[src/rtl/inv_factorial_blk.sv]
// Inverse factorial: finds the largest n (0..MAX_N) with n! <= in_data by repeated
// multiplication, and flags an exact match. One multiply step per clock while busy.
module inv_factorial_blk #(
   parameter int unsigned DATA_W = 46,
   parameter int unsigned MAX_N  = 15,
   localparam int unsigned NW    = $clog2(MAX_N + 1)
) (
   input  logic              clk,
   input  logic              reset,
   input  logic [DATA_W-1:0] in_data,
   input  logic              in_valid,
   output logic [NW-1:0]     out_data,
   output logic              out_exact,
   output logic              out_valid,
   output logic              out_busy
);

   localparam int unsigned XW = DATA_W + 4;

   typedef enum logic {IDLE, CALC} state_t;

   state_t              state_q, state_d;
   logic [DATA_W-1:0]   target_q, target_d;
   logic [DATA_W-1:0]   acc_q, acc_d;
   logic [NW-1:0]       n_q, n_d;
   logic [NW-1:0]       out_data_q, out_data_d;
   logic                out_exact_q, out_exact_d;
   logic                out_valid_q, out_valid_d;
   logic [XW-1:0]       nxt;
   logic                finish;

   // Product kept wide so an overshoot past target is seen before it could wrap.
   assign nxt    = XW'(acc_q) * (XW'(n_q) + XW'(1));
   assign finish = (n_q == NW'(MAX_N)) || (nxt > XW'(target_q));

   always_comb begin
      state_d     = state_q;
      target_d    = target_q;
      acc_d       = acc_q;
      n_d         = n_q;
      out_data_d  = out_data_q;
      out_exact_d = out_exact_q;
      out_valid_d = 1'b0;
      unique case (state_q)
         IDLE: begin
            if (in_valid) begin
               target_d = in_data;
               acc_d    = DATA_W'(1);
               n_d      = '0;
               state_d  = CALC;
            end
         end
         CALC: begin
            if (finish) begin
               out_data_d  = n_q;
               out_exact_d = (acc_q == target_q);
               out_valid_d = 1'b1;
               state_d     = IDLE;
            end else begin
               acc_d = nxt[DATA_W-1:0];
               n_d   = n_q + NW'(1);
            end
         end
         default: state_d = IDLE;
      endcase
   end

   always_ff @(posedge clk) begin
      if (reset) begin
         state_q     <= IDLE;
         target_q    <= '0;
         acc_q       <= '0;
         n_q         <= '0;
         out_data_q  <= '0;
         out_exact_q <= 1'b0;
         out_valid_q <= 1'b0;
      end else begin
         state_q     <= state_d;
         target_q    <= target_d;
         acc_q       <= acc_d;
         n_q         <= n_d;
         out_data_q  <= out_data_d;
         out_exact_q <= out_exact_d;
         out_valid_q <= out_valid_d;
      end
   end

   assign out_data  = out_data_q;
   assign out_exact = out_exact_q;
   assign out_valid = out_valid_q;
   assign out_busy  = (state_q == CALC);

endmodule

[config.mk]
export PLATFORM = sky130hd
export DESIGN_NAME = inv_factorial_blk
export DESIGN_NICKNAME = d
export VERILOG_FILES = /design/src/rtl/inv_factorial_blk.sv
export SDC_FILE = /design/constraint.sdc
export NUM_CORES = 1
export LEC_CHECK = 0
export ABC_CLOCK_PERIOD_IN_PS = 13400
export CAP_MARGIN = 20
export CORE_ASPECT_RATIO = 1.75
export CORE_MARGIN = 10
export CORE_UTILIZATION = 65
export DETAILED_ROUTE_END_ITERATION = 8
export PLACE_DENSITY = 0.81
export SYNTH_ARGS = -nofsm -noshare
export SYNTH_HDL_FRONTEND = slang
export SYNTH_SLANG_ARGS = --single-unit
export TNS_END_PERCENT = 50
[constraint.sdc]
create_clock -name clk -period 13.4 [get_ports clk]
set_input_delay 2.68 -clock clk [delete_from_list [all_inputs] [get_ports clk]]
set_output_delay 2.68 -clock clk [all_outputs]
set_load 0.005 [all_outputs]
==> results.json, run 1 <==
{
  "outcome": "finished clean",
  "crit_fanout": 47,
  "cp_slowest_cell": "and3_1",
  "syn_area_um2": 13200,
  "detailed_place_hpwl_um": 31300,
  "cts_tree": "built",
  "max-cap-violations": 0,
  "worstMarginPinSlew_ps": 1060,
  "ios": 56,
  "sequentialPowerShare_pct": 44.8,
  "drcViolationCount": 0,
  "power.total_mw": 0.732,
  "power_density_nw_per_um2": 51.6,
  "async_flop_share_pct": 0,
  "cts-root-buf": "clkbuf_16",
  "p_comb_share_pct": 14.9,
  "tns_ps": 0,
  "post_cts_buffers": 0,
  "leakage_nw": 7.08,
  "die_h_um": 209,
  "port_buffers": 55,
  "yosys.area.top_type": "fa_1",
  "nFillCells": 1730,
  "period_share_pct": 71.1,
  "hold_path_depth": 2,
  "cts.clk_slew.worst_paths_ps": 80,
  "num_vias": 11700,
  "cts_sinks": 103,
  "required_ps": 13700,
  "dr.pass1.iters": 5,
  "drive_gt1_share_pct": 2.68,
  "ant_nets": 0,
  "regArea_um2": 2060,
  "routed_wirelength_um": 39200,
  "clk_latency_ps": 380,
  "worstSetupEndpointType": "register",
  "die_x_um": 128,
  "synth_edf_count": 0,
  "rr_worst_depth": 30,
  "avgRoutedWirePerCell_um": 20.3,
  "synth_area_per_cell_um2": 7.90,
  "ir_worst_vdd_mv": 0.0715,
  "nNetsFinal": 1961,
  "yosys.area.top_type_share_pct": 19.8,
  "intPower_mw": 0.508,
  "ctsResizeCount": 0,
  "grt.total_usage_pct": 29.7,
  "yosys_warnings": 0,
  "grt_start_max_net_pins": 94,
  "antennaDiodeCount": 0,
  "synth.cells.most_frequent": "232 x inv_1, 218 x nand2_1, 159 x and2_1, 131 x fa_1, 126 x a21oi_1",
  "synthDistinctLibCells": 67,
  "core-area_um2": 20200,
  "clockPowerShare_pct": 40.3,
  "cts.htree.levels": 3,
  "gp_congestion": 1.04,
  "syn_nets": 1962,
  "cp.arrival_ps": 9830,
  "crit_path_max_incr_delay_ps": 630,
  "max_freq_mhz": 105,
  "setup_viol": 0,
  "placementRows": 69,
  "crit_path_start_kind": "register",
  "swShare_pct": 30.6,
  "grt_pass1_vias": 12400,
  "ys_ff_latch": 103,
  "switchingPower_mw": 0.224,
  "initial_utilization_pct": 65.6,
  "numCtsBuffers": 9,
  "cts_max_path_buffers": 2,
  "area_growth_pct": 7.22,
  "synth_ff_type": "dfxtp_1",
  "die_area_um2": 26700,
  "grt_pass1_wl_um": 63300,
  "rsz0062_at_grt": "no",
  "cts_hold_buf": 0,
  "post-route-min-period_ps": 9530,
  "drv_slew": 0,
  "path_class": "register to register",
  "overflow": 0,
  "drt_iter0_markers": 888,
  "multi_input_area_um2": 10000,
  "antenna_found_initial": 0,
  "slew_headroom_pct": 29.6,
  "synth.most_common_cell": "inv_1",
  "final_hold_viol_count": 0,
  "hold_path_class": "register to register",
  "ys_seq_area_share_pct": 15.6,
  "skew_ps": 10.5,
  "synth.area.top_cells": "fa_1 20%, dfxtp_1 16%, ha_1 9.9%",
  "syn_inst": 1677,
  "routed_via_density": 6.08
}
==> cell usage in the layout (no fill, tap or decap), drive strengths merged, types with 37 or more instances in the layout <==
cell type,synthesis,layout
xnor2,45,45
nor2,81,81
mux2i,44,44
nand3,37,37
nand2,218,218
xor2,43,43
o21ai,37,37
a21oi,126,126
dfxtp,103,103
inv,232,236
nor2b,52,52
ha,105,105
and2,159,159
clkdlybuf4s50,0,54
fa,131,131
==> final cells by class <==
| cell class | count | share of cell area (%) |
|---|---|---|
| clock buffer | 9 | 1.59 |
| clock inverter | 7 | 0.626 |
| inverter | 232 | 6.13 |
| multi-input combinational | 1265 | 70.6 |
| sequential | 103 | 14.5 |
| tap | 248 | 2.19 |
| timing repair buffer | 65 | 4.39 |
==> power by group through the flow <==
stage               clock (mW)  sequential [mW]  combinational [mW]
floorplan                    0            0.330              0.0683
global placement             0            0.335               0.106
detailed placement           0            0.335               0.107
CTS                      0.295            0.328               0.108
global route             0.306            0.329               0.118
finish                   0.295            0.328               0.109
==> registers in the layout (all words and copies together) (netlist names) <==
name,cells
acc_q,46
n_q,4
out_busy,1
out_data,4
out_exact,1
out_valid,1
target_q,46
==> through the flow <==
stage	cell area (um^2)	utilization, %	setup WS, ps	std cells	hold slack, ps
6_report	14200	70.3	3870	1929	485
3_5_place_dp	13900	68.7	3990	1913	477
2_1_floorplan	13200	-	6200	1677	461
4_1_cts	14200	70.3	3950	1929	487
3_3_place_gp	13900	68.7	4280	1913	469
5_1_grt	14200	70.3	3380	1929	503
==> logic make-up after synthesis <==
kind of cell             Yosys count  share of synthesized area (%)
buffers and inverters            309                           8.99
flip-flops                       103                           15.6
XOR/XNOR                          88                           5.82
adder cells (fa/ha/maj)          236                           29.7
multiplexers                      44                           3.33
AND/OR/NAND/NOR                  639                           24.5
AO/OA/AOI/OAI                    258                           12.1
==> final timing paths <==
check / startpoint / to / slack (ps)
max: n_q[0] / acc_q[24] / 3870
min reg2reg: target_q[5] / target_q[5] / 480
max reg2reg: n_q[0] / acc_q[24] / 3870
min: target_q[5] / target_q[5] / 480
==> critical path: cells and delay by family, from the launching register on <==
family,cells,cell delay (ps)
AO/OA/AOI/OAI,9,2240
AND/OR/NAND/NOR,10,3000
adder cells (fa/ha/maj),6,2450
XOR/XNOR,1,90
buffers and inverters,4,1020
flip-flops,1,580
==> metal layers <==
metal  part of all wire [%]  up-vias  global-route usage, %
met2                     53      446                   54.2
met5                      0        -                      0
met3                    5.1      192                   3.70
met1                     34     5669                   30.1
met4                    7.7        0                   21.0
li1                       -     5417                      -
Power figures use the tool's default switching activity.
==> run 2, diff against run 1 <==
--- a/config.mk
+++ b/config.mk
@@ -5,13 +5,13 @@
 export SDC_FILE = /design/constraint.sdc
 export NUM_CORES = 1
 export LEC_CHECK = 0
-export ABC_CLOCK_PERIOD_IN_PS = 13400
+export ABC_CLOCK_PERIOD_IN_PS = 9790
 export CAP_MARGIN = 20
 export CORE_ASPECT_RATIO = 1.75
 export CORE_MARGIN = 10
-export CORE_UTILIZATION = 65
+export CORE_UTILIZATION = 64
 export DETAILED_ROUTE_END_ITERATION = 8
-export PLACE_DENSITY = 0.81
+export PLACE_DENSITY = 0.79
 export SYNTH_ARGS = -nofsm -noshare
 export SYNTH_HDL_FRONTEND = slang
 export SYNTH_SLANG_ARGS = --single-unit
==> constraint.sdc (replaced) <==
create_clock -name clk -period 9.79 [get_ports clk]
set_input_delay 1.958 -clock clk [delete_from_list [all_inputs] [get_ports clk]]
set_output_delay 1.958 -clock clk [all_outputs]
set_load 0.005 [all_outputs]
==> results.json, run 2 (synthesis gave the netlist of run 1 again) <==
{
  "hold_path_depth": 2,
  "cts_sinks": 103,
  "numCtsBuffers": 9,
  "clk_latency_ps": 380,
  "hold_start": "target_q[42]",
  "period_share_pct": 93.1,
  "grt_pass1_wl_um": 62900,
  "cp.arrival_ps": 9360,
  "biggestRegsByFlops": "acc_q (46), target_q (46)",
  "max-cap-violations": 0,
  "detailed_place_hpwl_um": 30400,
  "die_area_um2": 27100,
  "antennaDiodeCount": 0,
  "nFillCells": 1753,
  "dr.pass1.iters": 5,
  "die_x_um": 129,
  "cts_max_path_buffers": 2,
  "outcome": "finished clean",
  "path_class": "register to register",
  "tns_ps": 0,
  "regArea_um2": 2060,
  "die_h_um": 210,
  "drv_slew": 0,
  "routed_wirelength_um": 38700,
  "cts.clk_slew.worst_paths_ps": 80,
  "ir_worst_vdd_mv": 0.0915,
  "worstMarginPinSlew_ps": 1020,
  "cts_tree": "built",
  "skew_ps": 11.2,
  "drcViolationCount": 0,
  "leakage_nw": 7.09,
  "setup_viol": 0,
  "power_density_nw_per_um2": 70.8,
  "gp_congestion": 1.06,
  "worstSetupEndpointType": "register",
  "area_growth_pct": 7.43,
  "multi_input_area_um2": 10000,
  "routed_via_density": 6.06,
  "antenna_found_initial": 0,
  "ios": 56,
  "final_cells": 1930,
  "slew_headroom_pct": 32.0,
  "crit_fanout": 47,
  "port_buffers": 55,
  "avgRoutedWirePerCell_um": 20.0,
  "grt.total_usage_pct": 29.4,
  "r2r_slack_ps": 670,
  "ant_nets": 0,
  "post-route-min-period_ps": 9120,
  "max_freq_mhz": 110,
  "dp_cells": 1914,
  "layout_common_cells": "232 x inv_1, 216 x nand2_1, 159 x and2_1, 131 x fa_1, 126 x a21oi_1",
  "r2r-start": "n_q[0]",
  "drive_gt1_share_pct": 2.85,
  "final_common_cell": "inv_1",
  "rr_endpoint": "acc_q[25]",
  "drt_iter0_markers": 712,
  "rr_worst_depth": 30,
  "cts.htree.levels": 3,
  "final_hold_viol_count": 0,
  "rsz0062_at_grt": "no",
  "hold_path_class": "register to register",
  "grt_pass1_vias": 12300,
  "whs_endpoint": "target_q[42]",
  "cp_slowest_cell": "dfxtp_1",
  "required_ps": 10030,
  "core-area_um2": 20400,
  "initial_utilization_pct": 65.0,
  "nNetsFinal": 1962,
  "cts-root-buf": "clkbuf_16",
  "crit_path_max_incr_delay_ps": 600,
  "grt_start_max_net_pins": 70,
  "num_vias": 11700,
  "placementRows": 69,
  "overflow": 0,
  "crit_path_start_kind": "register"
}
## run 2: final cells by class
| cell class | count | share of cell area (%) |
|---|---|---|
| Sequential cell | 103 | 14.5 |
| Tap cell | 248 | 2.18 |
| Timing Repair Buffer | 66 | 4.52 |
| Clock inverter | 7 | 0.624 |
| Inverter | 232 | 6.12 |
| Multi-Input combinational cell | 1265 | 70.5 |
| Clock buffer | 9 | 1.58 |
## run 2: report_power, final
| part | internal [mW] | leakage (nW) | switching [mW] |
|---|---|---|---|
| logic | 0.0595 | 6.10 | 0.0928 |
| clock network | 0.206 | 0.152 | 0.199 |
| registers | 0.432 | 0.837 | 0.0180 |
## run 2: how the worst max path moves through the flow
stage	start	endpoint	slack, ps	cells past startpoint
after floorplan	n_q[1]	acc_q[33]	2590	34
after global placement	n_q[0]	acc_q[0]	460	31
after detailed placement	n_q[0]	acc_q[40]	320	31
after CTS	n_q[0]	acc_q[40]	280	31
after global routing	n_q[0]	acc_q[40]	220	30
final	n_q[0]	acc_q[25]	670	30
## run 2: through the flow
step	cell area (um^2)	hold WS [ps]	total power [mW]	worst slack, ps	util (%)
2_1_floorplan	13200	461	0.545	2590	-
3_3_place_gp	13900	475	0.603	457	68.2
3_5_place_dp	13900	477	0.608	315	68.3
4_1_cts	14200	489	1.01	276	69.8
5_1_grt	14200	514	1.04	215	69.8
6_report	14200	490	1.01	674	69.8
## run 2: per-layer routing
metal	part of all wire (%)	vias up	GRT usage, %
met5	0	-	0
met2	52	450	52.9
li1	-	5418	-
met3	4.9	189	3.82
met4	7.5	0	20.2
met1	35	5643	30.7
## run 2: worst max-delay path, delay by kind of cell (launching register included)
kind                     cells  cell delay [ps]
flip-flops                   1              600
buffers and inverters        4             1050
AO/OA/AOI/OAI                7             1650
AND/OR/NAND/NOR             11             2710
multiplexers                 1              250
XOR/XNOR                     1              250
adder cells (fa/ha/maj)      6             2380
## run 2: repair_timing
action	4_1_cts	5_1_grt
buffers inserted	0	0
setup endpoints to repair	0	56
endpoints found under the hold margin	0	0
hold buffers	0	0
resized for setup	0	2
==> run 3, diff against run 2 <==
--- a/config.mk
+++ b/config.mk
@@ -10,8 +10,10 @@
 export CORE_ASPECT_RATIO = 1.75
 export CORE_MARGIN = 10
 export CORE_UTILIZATION = 64
+export CTS_CLUSTER_SIZE = 12
 export DETAILED_ROUTE_END_ITERATION = 8
-export PLACE_DENSITY = 0.79
+export PLACE_DENSITY_LB_ADDON = 0.2
+export SKIP_CTS_REPAIR_TIMING = 1
 export SYNTH_ARGS = -nofsm -noshare
 export SYNTH_HDL_FRONTEND = slang
 export SYNTH_SLANG_ARGS = --single-unit
==> results.json, run 3 (synthesis gave the netlist of run 1 again) <==
{
  "utilization_pct": 69.8,
  "max-cap-violations": 0,
  "final_hold_viol_count": 0,
  "num_vias": 11800,
  "crit_path_max_incr_delay_ps": 650,
  "ant_nets": 0,
  "p_comb_share_pct": 15.2,
  "clockPowerShare_pct": 39.1,
  "leakage_nw": 7.10,
  "grt_pass1_vias": 12400,
  "ios": 56,
  "initial_utilization_pct": 65.0,
  "cts-root-buf": "clkbuf_16",
  "switchingPower_mw": 0.313,
  "crit_path_start_kind": "register",
  "worstSetupEndpointType": "register",
  "cts_max_path_buffers": 2,
  "outcome": "finished clean",
  "sequentialPowerShare_pct": 45.7,
  "cp_slowest_cell": "and3_1",
  "detailed_place_hpwl_um": 30400,
  "post-route-min-period_ps": 9040,
  "nNetsFinal": 1965,
  "drcViolationCount": 0,
  "cts.clk_slew.worst_paths_ps": 80,
  "avgRoutedWirePerCell_um": 20.1,
  "port_buffers": 55,
  "path_class": "register to register",
  "crit_buf_inv": 4,
  "grt_start_max_net_pins": 70,
  "antennaDiodeCount": 0,
  "placementRows": 69,
  "cp.arrival_ps": 9350,
  "period_share_pct": 92.4,
  "routed_via_density": 6.12,
  "ir_worst_vdd_mv": 0.0740,
  "gp_congestion": 1.04,
  "cts_sinks": 103,
  "die_area_um2": 27100,
  "overflow": 0,
  "antenna_found_initial": 0,
  "grt_pass1_wl_um": 63400,
  "setup_viol": 0,
  "numCtsBuffers": 9,
  "dr.pass1.iters": 5,
  "routed_wirelength_um": 38900,
  "clk_latency_ps": 390,
  "slew_headroom_pct": 34.4,
  "area_growth_pct": 7.37,
  "cp_top_family": "simple AND/OR/NAND/NOR gates",
  "layout_common_cells": "232 x inv_1, 217 x nand2_1, 159 x and2_1, 131 x fa_1, 126 x a21oi_1",
  "swShare_pct": 31.8,
  "grt.total_usage_pct": 29.6,
  "required_ps": 10100,
  "final_common_cell": "inv_1",
  "tns_ps": 0,
  "die_x_um": 129,
  "core-area_um2": 20400,
  "intPower_mw": 0.672,
  "drt_iter0_markers": 885,
  "power_density_nw_per_um2": 69.3,
  "rsz0062_at_grt": "no",
  "cts.htree.levels": 3,
  "skew_ps": 11.4,
  "drv_slew": 0,
  "biggestRegsByFlops": "acc_q (46), target_q (46)",
  "die_h_um": 210,
  "cts_tree": "built",
  "max_freq_mhz": 111,
  "worstMarginPinSlew_ps": 984,
  "hold_path_class": "register to register",
  "crit_fanout": 32,
  "drive_gt1_share_pct": 2.91
}
==> run 3: routing by layer <==
metal	track usage, %	up-vias	share of wire (%)
met5	0	-	0
met4	19.9	0	7.2
met1	31.3	5784	36
met2	53.3	459	52
met3	3.92	170	4.8
li1	-	5414	-
==> run 3: power by group through the flow <==
stage	clock, mW	sequential, mW	combinational [mW]
3_3_place_gp	0	0.459	0.145
6_report	0.385	0.450	0.150
5_1_grt	0.402	0.451	0.163
2_1_floorplan	0	0.451	0.0935
3_5_place_dp	0	0.459	0.147
4_1_cts	0.385	0.449	0.148
==> run 3: worst paths after layout <==
path	startpoint	slack [ps]	cells after the start	endpoint
worst max register to register	n_q[0]	750	30	acc_q[24]
worst min register to register	target_q[2]	500	2	target_q[2]
worst max-delay path	n_q[0]	750	30	acc_q[24]
worst min-delay path	target_q[2]	500	2	target_q[2]
==> run 3: through the flow <==
step	worst slack, ps	cells	hold slack (ps)	power [mW]	instance area [um^2]
after global placement	1030	1916	474	0.604	13900
after detailed placement	804	1916	484	0.606	13900
after CTS	751	1932	496	0.982	14200
after global routing	231	1933	513	1.02	14200
after floorplan	2590	1677	461	0.545	13200
final	747	1933	498	0.985	14200
==> run 3: area by class of cell <==
class / instances / area (um^2)
multi-input cells: 1265 / 10000
clock inverters: 7 / 71.3
well taps: 248 / 310
flip-flops and latches: 103 / 2060
fillers: 1725 / 6150
inverters: 232 / 871
repair buffers: 69 / 661
clock buffers: 9 / 225
==> run 3: worst min-delay path: cells and delay by family (launching register included) <==
family          cells  cell delay [ps]
simple gates        1               60
flops               1              340
compound gates      1               60
